[src/rtl/seg_disp_if.sv]
// seg_disp_if -- bundle between frame sources, scheduler and serial shifter.
// Signals:
//   req_cpu, cpu_hexs, cpu_point, cpu_les   CPU frame request and data
//   req_dbg, dbg_hexs, dbg_point, dbg_les   debug frame request and data
//   shift_done                              shifter finished a frame (pulse)
//   ack_cpu, ack_dbg                        one-cycle grant pulses
//   Start                                   one-cycle shift launch pulse
//   Hexs, point, LES                        registered frame to the datapath
//   flash, busy, src, timeout_err           status outputs
// Modports:
//   master  request/shifter side (drives requests, data, shift_done)
//   slave   scheduler side
interface seg_disp_if;
    logic        req_cpu;
    logic [31:0] cpu_hexs;
    logic [7:0]  cpu_point;
    logic [7:0]  cpu_les;
    logic        req_dbg;
    logic [31:0] dbg_hexs;
    logic [7:0]  dbg_point;
    logic [7:0]  dbg_les;
    logic        shift_done;

    logic        ack_cpu;
    logic        ack_dbg;
    logic        Start;
    logic [31:0] Hexs;
    logic [7:0]  point;
    logic [7:0]  LES;
    logic        flash;
    logic        busy;
    logic        src;
    logic        timeout_err;

    modport master (
        output req_cpu, cpu_hexs, cpu_point, cpu_les,
        output req_dbg, dbg_hexs, dbg_point, dbg_les,
        output shift_done,
        input  ack_cpu, ack_dbg, Start, Hexs, point, LES,
        input  flash, busy, src, timeout_err
    );

    modport slave (
        input  req_cpu, cpu_hexs, cpu_point, cpu_les,
        input  req_dbg, dbg_hexs, dbg_point, dbg_les,
        input  shift_done,
        output ack_cpu, ack_dbg, Start, Hexs, point, LES,
        output flash, busy, src, timeout_err
    );
endinterface

[src/rtl/seg_disp_sched.sv]
// seg_disp_sched -- display frame scheduler.
// Grants CPU or debug frame requests (round-robin when both collide),
// registers the granted frame, launches the serial shifter with a one-cycle
// Start pulse and waits for shift_done (bounded by WAIT_MAX). After
// REFRESH_CYC idle cycles the current frame is re-sent unchanged. A free
// running divider produces the flash square wave.
// Ports:
//   clk  system clock
//   rst  asynchronous active-high reset
//   bus  seg_disp_if.slave: requests/acks and frame data in, shifter
//        handshake, registered frame out, flash/busy/src/timeout_err
//
// state | meaning
// IDLE  | waiting for a request or a pending refresh
// LOAD  | frame registers settle for one cycle
// START | Start pulse to the shifter
// WAIT  | waiting for shift_done or the WAIT_MAX timeout
module seg_disp_sched #(
    parameter logic [23:0] REFRESH_CYC = 24'd1_000_000,
    parameter logic [24:0] FLASH_DIV   = 25'd25_000_000,
    parameter logic [15:0] WAIT_MAX    = 16'd1024
) (
    input  logic       clk,
    input  logic       rst,
    seg_disp_if.slave  bus
);

    typedef enum logic [1:0] {
        S_IDLE  = 2'd0,
        S_LOAD  = 2'd1,
        S_START = 2'd2,
        S_WAIT  = 2'd3
    } state_t;

    state_t      state;
    state_t      state_nxt;

    logic        grant_cpu;
    logic        grant_dbg;
    logic        grant_any;
    logic        last_dbg;

    logic [31:0] hexs_q;
    logic [7:0]  point_q;
    logic [7:0]  les_q;
    logic        src_q;
    logic        ack_cpu_q;
    logic        ack_dbg_q;

    logic [23:0] refresh_cnt;
    logic        refresh_pend;
    logic [15:0] wait_cnt;
    logic        wait_tc;
    logic        timeout_q;
    logic [24:0] flash_cnt;
    logic        flash_q;

    logic        start_o;
    logic        busy_o;

    // Grant decode: only meaningful in IDLE. On collision the source that
    // was not granted last wins.
    always_comb begin
        grant_cpu = 1'b0;
        grant_dbg = 1'b0;
        if (state == S_IDLE) begin
            if (bus.req_cpu && bus.req_dbg) begin
                if (last_dbg) begin
                    grant_cpu = 1'b1;
                end else begin
                    grant_dbg = 1'b1;
                end
            end else if (bus.req_cpu) begin
                grant_cpu = 1'b1;
            end else if (bus.req_dbg) begin
                grant_dbg = 1'b1;
            end
        end
    end

    assign grant_any = grant_cpu | grant_dbg;
    assign wait_tc   = (wait_cnt == WAIT_MAX - 16'd1);

    // State register
    always_ff @(posedge clk or posedge rst) begin
        if (rst) begin
            state <= S_IDLE;
        end else begin
            state <= state_nxt;
        end
    end

    // Next-state logic; a request always beats a pending refresh
    always_comb begin
        state_nxt = state;
        case (state)
            S_IDLE: begin
                if (grant_any || refresh_pend) begin
                    state_nxt = S_LOAD;
                end
            end
            S_LOAD:  state_nxt = S_START;
            S_START: state_nxt = S_WAIT;
            S_WAIT: begin
                if (bus.shift_done || wait_tc) begin
                    state_nxt = S_IDLE;
                end
            end
            default: state_nxt = S_IDLE;
        endcase
    end

    // Output decode (Moore)
    always_comb begin
        start_o = 1'b0;
        busy_o  = 1'b0;
        case (state)
            S_LOAD: begin
                busy_o = 1'b1;
            end
            S_START: begin
                start_o = 1'b1;
                busy_o  = 1'b1;
            end
            S_WAIT: begin
                busy_o = 1'b1;
            end
            default: begin
                start_o = 1'b0;
                busy_o  = 1'b0;
            end
        endcase
    end

    // Frame registers, grant pulses and round-robin pointer
    always_ff @(posedge clk or posedge rst) begin
        if (rst) begin
            hexs_q    <= 32'd0;
            point_q   <= 8'd0;
            les_q     <= 8'd0;
            src_q     <= 1'b0;
            ack_cpu_q <= 1'b0;
            ack_dbg_q <= 1'b0;
            last_dbg  <= 1'b0;
        end else begin
            ack_cpu_q <= grant_cpu;
            ack_dbg_q <= grant_dbg;
            if (grant_cpu) begin
                hexs_q   <= bus.cpu_hexs;
                point_q  <= bus.cpu_point;
                les_q    <= bus.cpu_les;
                src_q    <= 1'b0;
                last_dbg <= 1'b0;
            end else if (grant_dbg) begin
                hexs_q   <= bus.dbg_hexs;
                point_q  <= bus.dbg_point;
                les_q    <= bus.dbg_les;
                src_q    <= 1'b1;
                last_dbg <= 1'b1;
            end
        end
    end

    // Refresh timer: counts only while staying in IDLE. A pending refresh
    // survives a request grant and is served at the next idle opportunity.
    always_ff @(posedge clk or posedge rst) begin
        if (rst) begin
            refresh_cnt  <= 24'd0;
            refresh_pend <= 1'b0;
        end else begin
            if (state != S_IDLE || state_nxt != S_IDLE) begin
                refresh_cnt <= 24'd0;
            end else if (refresh_cnt == REFRESH_CYC - 24'd1) begin
                refresh_cnt  <= 24'd0;
                refresh_pend <= 1'b1;
            end else begin
                refresh_cnt <= refresh_cnt + 24'd1;
            end
            if (state == S_IDLE && !grant_any && refresh_pend) begin
                refresh_pend <= 1'b0;
            end
        end
    end

    // WAIT timer and sticky timeout flag
    always_ff @(posedge clk or posedge rst) begin
        if (rst) begin
            wait_cnt  <= 16'd0;
            timeout_q <= 1'b0;
        end else begin
            if (state == S_WAIT && state_nxt == S_WAIT) begin
                wait_cnt <= wait_cnt + 16'd1;
            end else begin
                wait_cnt <= 16'd0;
            end
            if (state == S_WAIT && !bus.shift_done && wait_tc) begin
                timeout_q <= 1'b1;
            end
        end
    end

    // Flash divider, independent of the FSM
    always_ff @(posedge clk or posedge rst) begin
        if (rst) begin
            flash_cnt <= 25'd0;
            flash_q   <= 1'b0;
        end else if (flash_cnt == FLASH_DIV - 25'd1) begin
            flash_cnt <= 25'd0;
            flash_q   <= ~flash_q;
        end else begin
            flash_cnt <= flash_cnt + 25'd1;
        end
    end

    assign bus.ack_cpu     = ack_cpu_q;
    assign bus.ack_dbg     = ack_dbg_q;
    assign bus.Start       = start_o;
    assign bus.Hexs        = hexs_q;
    assign bus.point       = point_q;
    assign bus.LES         = les_q;
    assign bus.flash       = flash_q;
    assign bus.busy        = busy_o;
    assign bus.src         = src_q;
    assign bus.timeout_err = timeout_q;

endmodule
[src/flat_wrapper.sv]
// flat-port wrapper written by rule: the top's interface ports become plain ports
module seg_disp_sched_flat 
#(
    parameter logic [23:0] REFRESH_CYC = 24'd1_000_000,
    parameter logic [24:0] FLASH_DIV   = 25'd25_000_000,
    parameter logic [15:0] WAIT_MAX    = 16'd1024
)
  (clk, rst, bus_req_cpu, bus_cpu_hexs, bus_cpu_point, bus_cpu_les, bus_req_dbg, bus_dbg_hexs, bus_dbg_point, bus_dbg_les, bus_shift_done, bus_ack_cpu, bus_ack_dbg, bus_Start, bus_Hexs, bus_point, bus_LES, bus_flash, bus_busy, bus_src, bus_timeout_err);
  seg_disp_if bus_i ();
  input  logic clk;
  input  logic rst;
  input wire logic [$bits(bus_i.req_cpu)-1:0] bus_req_cpu;
  input wire logic [$bits(bus_i.cpu_hexs)-1:0] bus_cpu_hexs;
  input wire logic [$bits(bus_i.cpu_point)-1:0] bus_cpu_point;
  input wire logic [$bits(bus_i.cpu_les)-1:0] bus_cpu_les;
  input wire logic [$bits(bus_i.req_dbg)-1:0] bus_req_dbg;
  input wire logic [$bits(bus_i.dbg_hexs)-1:0] bus_dbg_hexs;
  input wire logic [$bits(bus_i.dbg_point)-1:0] bus_dbg_point;
  input wire logic [$bits(bus_i.dbg_les)-1:0] bus_dbg_les;
  input wire logic [$bits(bus_i.shift_done)-1:0] bus_shift_done;
  output wire logic [$bits(bus_i.ack_cpu)-1:0] bus_ack_cpu;
  output wire logic [$bits(bus_i.ack_dbg)-1:0] bus_ack_dbg;
  output wire logic [$bits(bus_i.Start)-1:0] bus_Start;
  output wire logic [$bits(bus_i.Hexs)-1:0] bus_Hexs;
  output wire logic [$bits(bus_i.point)-1:0] bus_point;
  output wire logic [$bits(bus_i.LES)-1:0] bus_LES;
  output wire logic [$bits(bus_i.flash)-1:0] bus_flash;
  output wire logic [$bits(bus_i.busy)-1:0] bus_busy;
  output wire logic [$bits(bus_i.src)-1:0] bus_src;
  output wire logic [$bits(bus_i.timeout_err)-1:0] bus_timeout_err;
  assign bus_i.req_cpu = bus_req_cpu;
  assign bus_i.cpu_hexs = bus_cpu_hexs;
  assign bus_i.cpu_point = bus_cpu_point;
  assign bus_i.cpu_les = bus_cpu_les;
  assign bus_i.req_dbg = bus_req_dbg;
  assign bus_i.dbg_hexs = bus_dbg_hexs;
  assign bus_i.dbg_point = bus_dbg_point;
  assign bus_i.dbg_les = bus_dbg_les;
  assign bus_i.shift_done = bus_shift_done;
  assign bus_ack_cpu = bus_i.ack_cpu;
  assign bus_ack_dbg = bus_i.ack_dbg;
  assign bus_Start = bus_i.Start;
  assign bus_Hexs = bus_i.Hexs;
  assign bus_point = bus_i.point;
  assign bus_LES = bus_i.LES;
  assign bus_flash = bus_i.flash;
  assign bus_busy = bus_i.busy;
  assign bus_src = bus_i.src;
  assign bus_timeout_err = bus_i.timeout_err;
  seg_disp_sched #(.REFRESH_CYC(REFRESH_CYC), .FLASH_DIV(FLASH_DIV), .WAIT_MAX(WAIT_MAX)) u_core (.clk(clk), .rst(rst), .bus(bus_i));
endmodule
[config.mk]
export PLATFORM = sky130hd
export DESIGN_NAME = seg_disp_sched_flat
export DESIGN_NICKNAME = d
export VERILOG_FILES = /design/src/rtl/seg_disp_if.sv /design/src/rtl/seg_disp_sched.sv /design/src/flat_wrapper.sv
export SDC_FILE = /design/constraint.sdc
export NUM_CORES = 1
export LEC_CHECK = 0
export BUFFER_PORTS_ARGS = -buffer_cell sky130_fd_sc_hd__clkbuf_2
export CAP_MARGIN = 20
export CORE_MARGIN = 1
export CORE_UTILIZATION = 53
export DETAILED_ROUTE_END_ITERATION = 10
export MAX_ROUTING_LAYER = met4
export PLACE_DENSITY = 0.82
export SLEW_MARGIN = 40
export SYNTH_ARGS = -nofsm -noshare
export SYNTH_HDL_FRONTEND = slang
export SYNTH_SLANG_ARGS = --single-unit
[constraint.sdc]
create_clock -name clk -period 4.91 [get_ports clk]
set_input_delay 0.7365 -clock clk [delete_from_list [all_inputs] [get_ports clk]]
set_output_delay 0.7365 -clock clk [all_outputs]
set_load 0.005 [all_outputs]
==> out/qor.yml <==
syn2layout_area_growth_pct: 26.2
rr_startpoint: "u_core.state[0]"
die-width_um: 106
grt_start_max_net_pins: 81
path_cells: "nor2_1, inv_1, clkbuf_2"
synth_cell_type_count: 39
synthTopCellsByCount: "121 x dfrtp_1, 73 x nand2_1, 66 x o21ai_0"
timing.final.ws_setup_ns: 2.60
start_util_pct: 55.1
synth_xor_area_share_pct: 6.26
synth_ff_type: "dfrtp_1"
hold_class: "input port to async pin"
root_buffer: "clkbuf_8"
cts_buffers: 17
die_area_sq_um: 11200
synth_fa_ha_area_share_pct: 0.655
drtPass1Iterations: 5
finalCritPeriodShare_pct: 47.0
vias_per_cell: 5.49
ys_seq_area_share_pct: 52.8
grt_pass1_wl_mm: 22.5
reg2reg_slack_ns: 2.73
slew_headroom_pct: 53.2
track_usage_pct: 26.3
setup_violations: 0
portBuffers: 155
rsz0062_at_grt: "no"
slowest_stage: "dfrtp_1"
leakage_nw: 3.72
cts_resized: 0
insertion_delay_ns: 0.52
muxShareOfSynthArea_pct: 8.38
num-fill-cells: 794
ir_drop_mv: 0.261
maxCapViolations: 0
cp_max_fo: 6
status: "finished clean"
critPathMaxStageDelay_ns: 0.42
yosysTopAreaCell: "dfrtp_1"
vias: 4773
clock_skew_ns: 0.00823
async_flop_share_pct: 100
drt_iter0_markers: 216
core_sq_um: 10400
htreeDepth: 4
period_needed_ns: 2.31
grt_pass1_vias: 4835
worst_pin_slew_ns: 0.701
setup_tns_ns: 0
critPathCaptureType: "output pin"
synth_seq_cells: 121
synthCells: 574
final_net_count: 825
routedWlPerCell_um: 15.4
synth_top_family_by_area: "simple AND/OR/NAND/NOR gates"
crit_buf_inv: 2
grt-ovfl-total: 0
finalHoldViolCount: 0
place.gp.congestion: 0.823
crit_type: "flip-flop to output pin"
totalPowerFinal_mw: 3.22
diodes: 0
synth_top_area_share_pct: 52.8
die_y_um: 106
r2r-end: "u_core.bus.Hexs[11]"
num_rows: 37
ant_nets: 0
routed_wl_mm: 13.4
cts_tree: "yes"
syn-cell-area_sq_um: 5730
critPathRequiredTime_ns: 4.17
drv_slew: 0
yosys-top-cells-area: "dfrtp_1 53%, mux2i_1 8.4%, o21ai_0 5.8%"
synth_simple_gate_area_share_pct: 20.1
io_pins: 156
cts_buffer_depth: 2
dp_worst_setup_slack_ns: 2.33
fmax_ghz: 0.433
synth_edf_count: 0
syn_avg_cell_area_sq_um: 9.99
synth_warnings: 0
fin_util_pct: 69.5
post-cts-setup-buffer-count: 0
cts.reportedPaths.clkPinSlew_ns: 0.05
ff2ff_path_depth: 5
cp.arrival_ns: 1.57
crit_family: "flip-flops"
synth_fp_nets: 678
drc: 0
synth_compound_area_share_pct: 8.95
yosysMostFrequentCell: "dfrtp_1"
drive_gt1_share_pct: 27.6
powerDensity_nw_per_um2: 445
dpl.hpwl_mm: 9.31
cts-hold-fix-buffers: 0
start_kind: "flip-flop"
clock-sinks: 121
antenna_found_initial: 0
[layout make-up]
| class | count | area, sq um | share of cell area [%] |
|---|---|---|---|
| Inverter | 8 | 35.0 | 0.484 |
| Clock inverter | 6 | 85.1 | 1.18 |
| Sequential cell | 121 | 3030 | 41.8 |
| Timing Repair Buffer | 160 | 830 | 11.5 |
| Clock buffer | 25 | 514 | 7.11 |
| Multi-Input combinational cell | 413 | 2570 | 35.6 |
| Tap cell | 136 | 170 | 2.35 |
[stage by stage]
stage	cells	hold WS (ns)	instance area (sq um)
3_3_place_gp	836	0.436	6600
6_report	869	0.325	7240
4_1_cts	867	0.355	7200
2_1_floorplan	574	0.424	5730
3_5_place_dp	836	0.446	6610
5_1_grt	869	0.387	7240
[flip-flops by register name, summed over array words and instances, names as in the netlist]
signal,count
u_core.bus.flash,1
u_core.bus.src,1
u_core.flash_cnt,25
u_core.bus.ack_cpu,1
u_core.refresh_pend,1
u_core.bus.point,8
u_core.bus.Hexs,32
u_core.refresh_cnt,24
u_core.bus.timeout_err,1
u_core.wait_cnt,16
u_core.state,2
u_core.bus.LES,8
u_core.bus.ack_dbg,1
[worst max-delay path by stage]
stage	slack [ns]	to	cells past startpoint	from
final	2.60	bus_busy	3	u_core.state[0]
after global routing	2.44	bus_busy	3	u_core.state[0]
after CTS	2.53	u_core.bus.Hexs[3]	4	u_core.state[0]
after detailed placement	2.33	u_core.bus.Hexs[14]	5	bus_req_cpu
after global placement	2.47	u_core.bus.Hexs[14]	5	bus_req_cpu
after floorplan	0.96	u_core.bus.Hexs[0]	1	rst
[layer usage]
metal / vias to the layer above / part of all wire [%] / track usage (%)
met2: 150 / 51 / 42.7
met5: - / 0 / -
met4: 0 / 2.8 / 12.0
met1: 2282 / 41 / 31.0
li1: 2313 / - / -
met3: 28 / 4.7 / 6.56
[layout by cell type, fill, tap and decap left out, drive strengths merged, types with 3 or more instances in the layout]
cell / count
nor3: 7
nand4: 20
mux2i: 48
nand2: 73
or3: 16
clkbuf: 180
o21ai: 67
nor4: 6
or4: 8
buf: 5
inv: 8
and4: 11
nor2: 43
ha: 3
nand3: 25
and2: 4
xnor2: 14
a21oi: 18
xor2: 27
dfrtp: 121
o31ai: 6
and3: 5
[cells by family (layout without fill, tap and decap cells)]
family | Yosys count | count (layout)
AO/OA/AOI/OAI | 96 | 96
XOR/XNOR | 41 | 41
adder cells (fa/ha/maj) | 3 | 3
buffers and inverters | 40 | 199
flip-flops | 121 | 121
multiplexers | 48 | 48
AND/OR/NAND/NOR | 225 | 225
[where the power goes]
part | total (mW) | internal, mW | switching, mW
Combinational | 0.653 | 0.291 | 0.361
Sequential | 1.33 | 1.20 | 0.127
Clock | 1.24 | 0.812 | 0.429
Total | 3.22 | 2.30 | 0.916
Note: power is estimated with default switching activity, not from simulation.
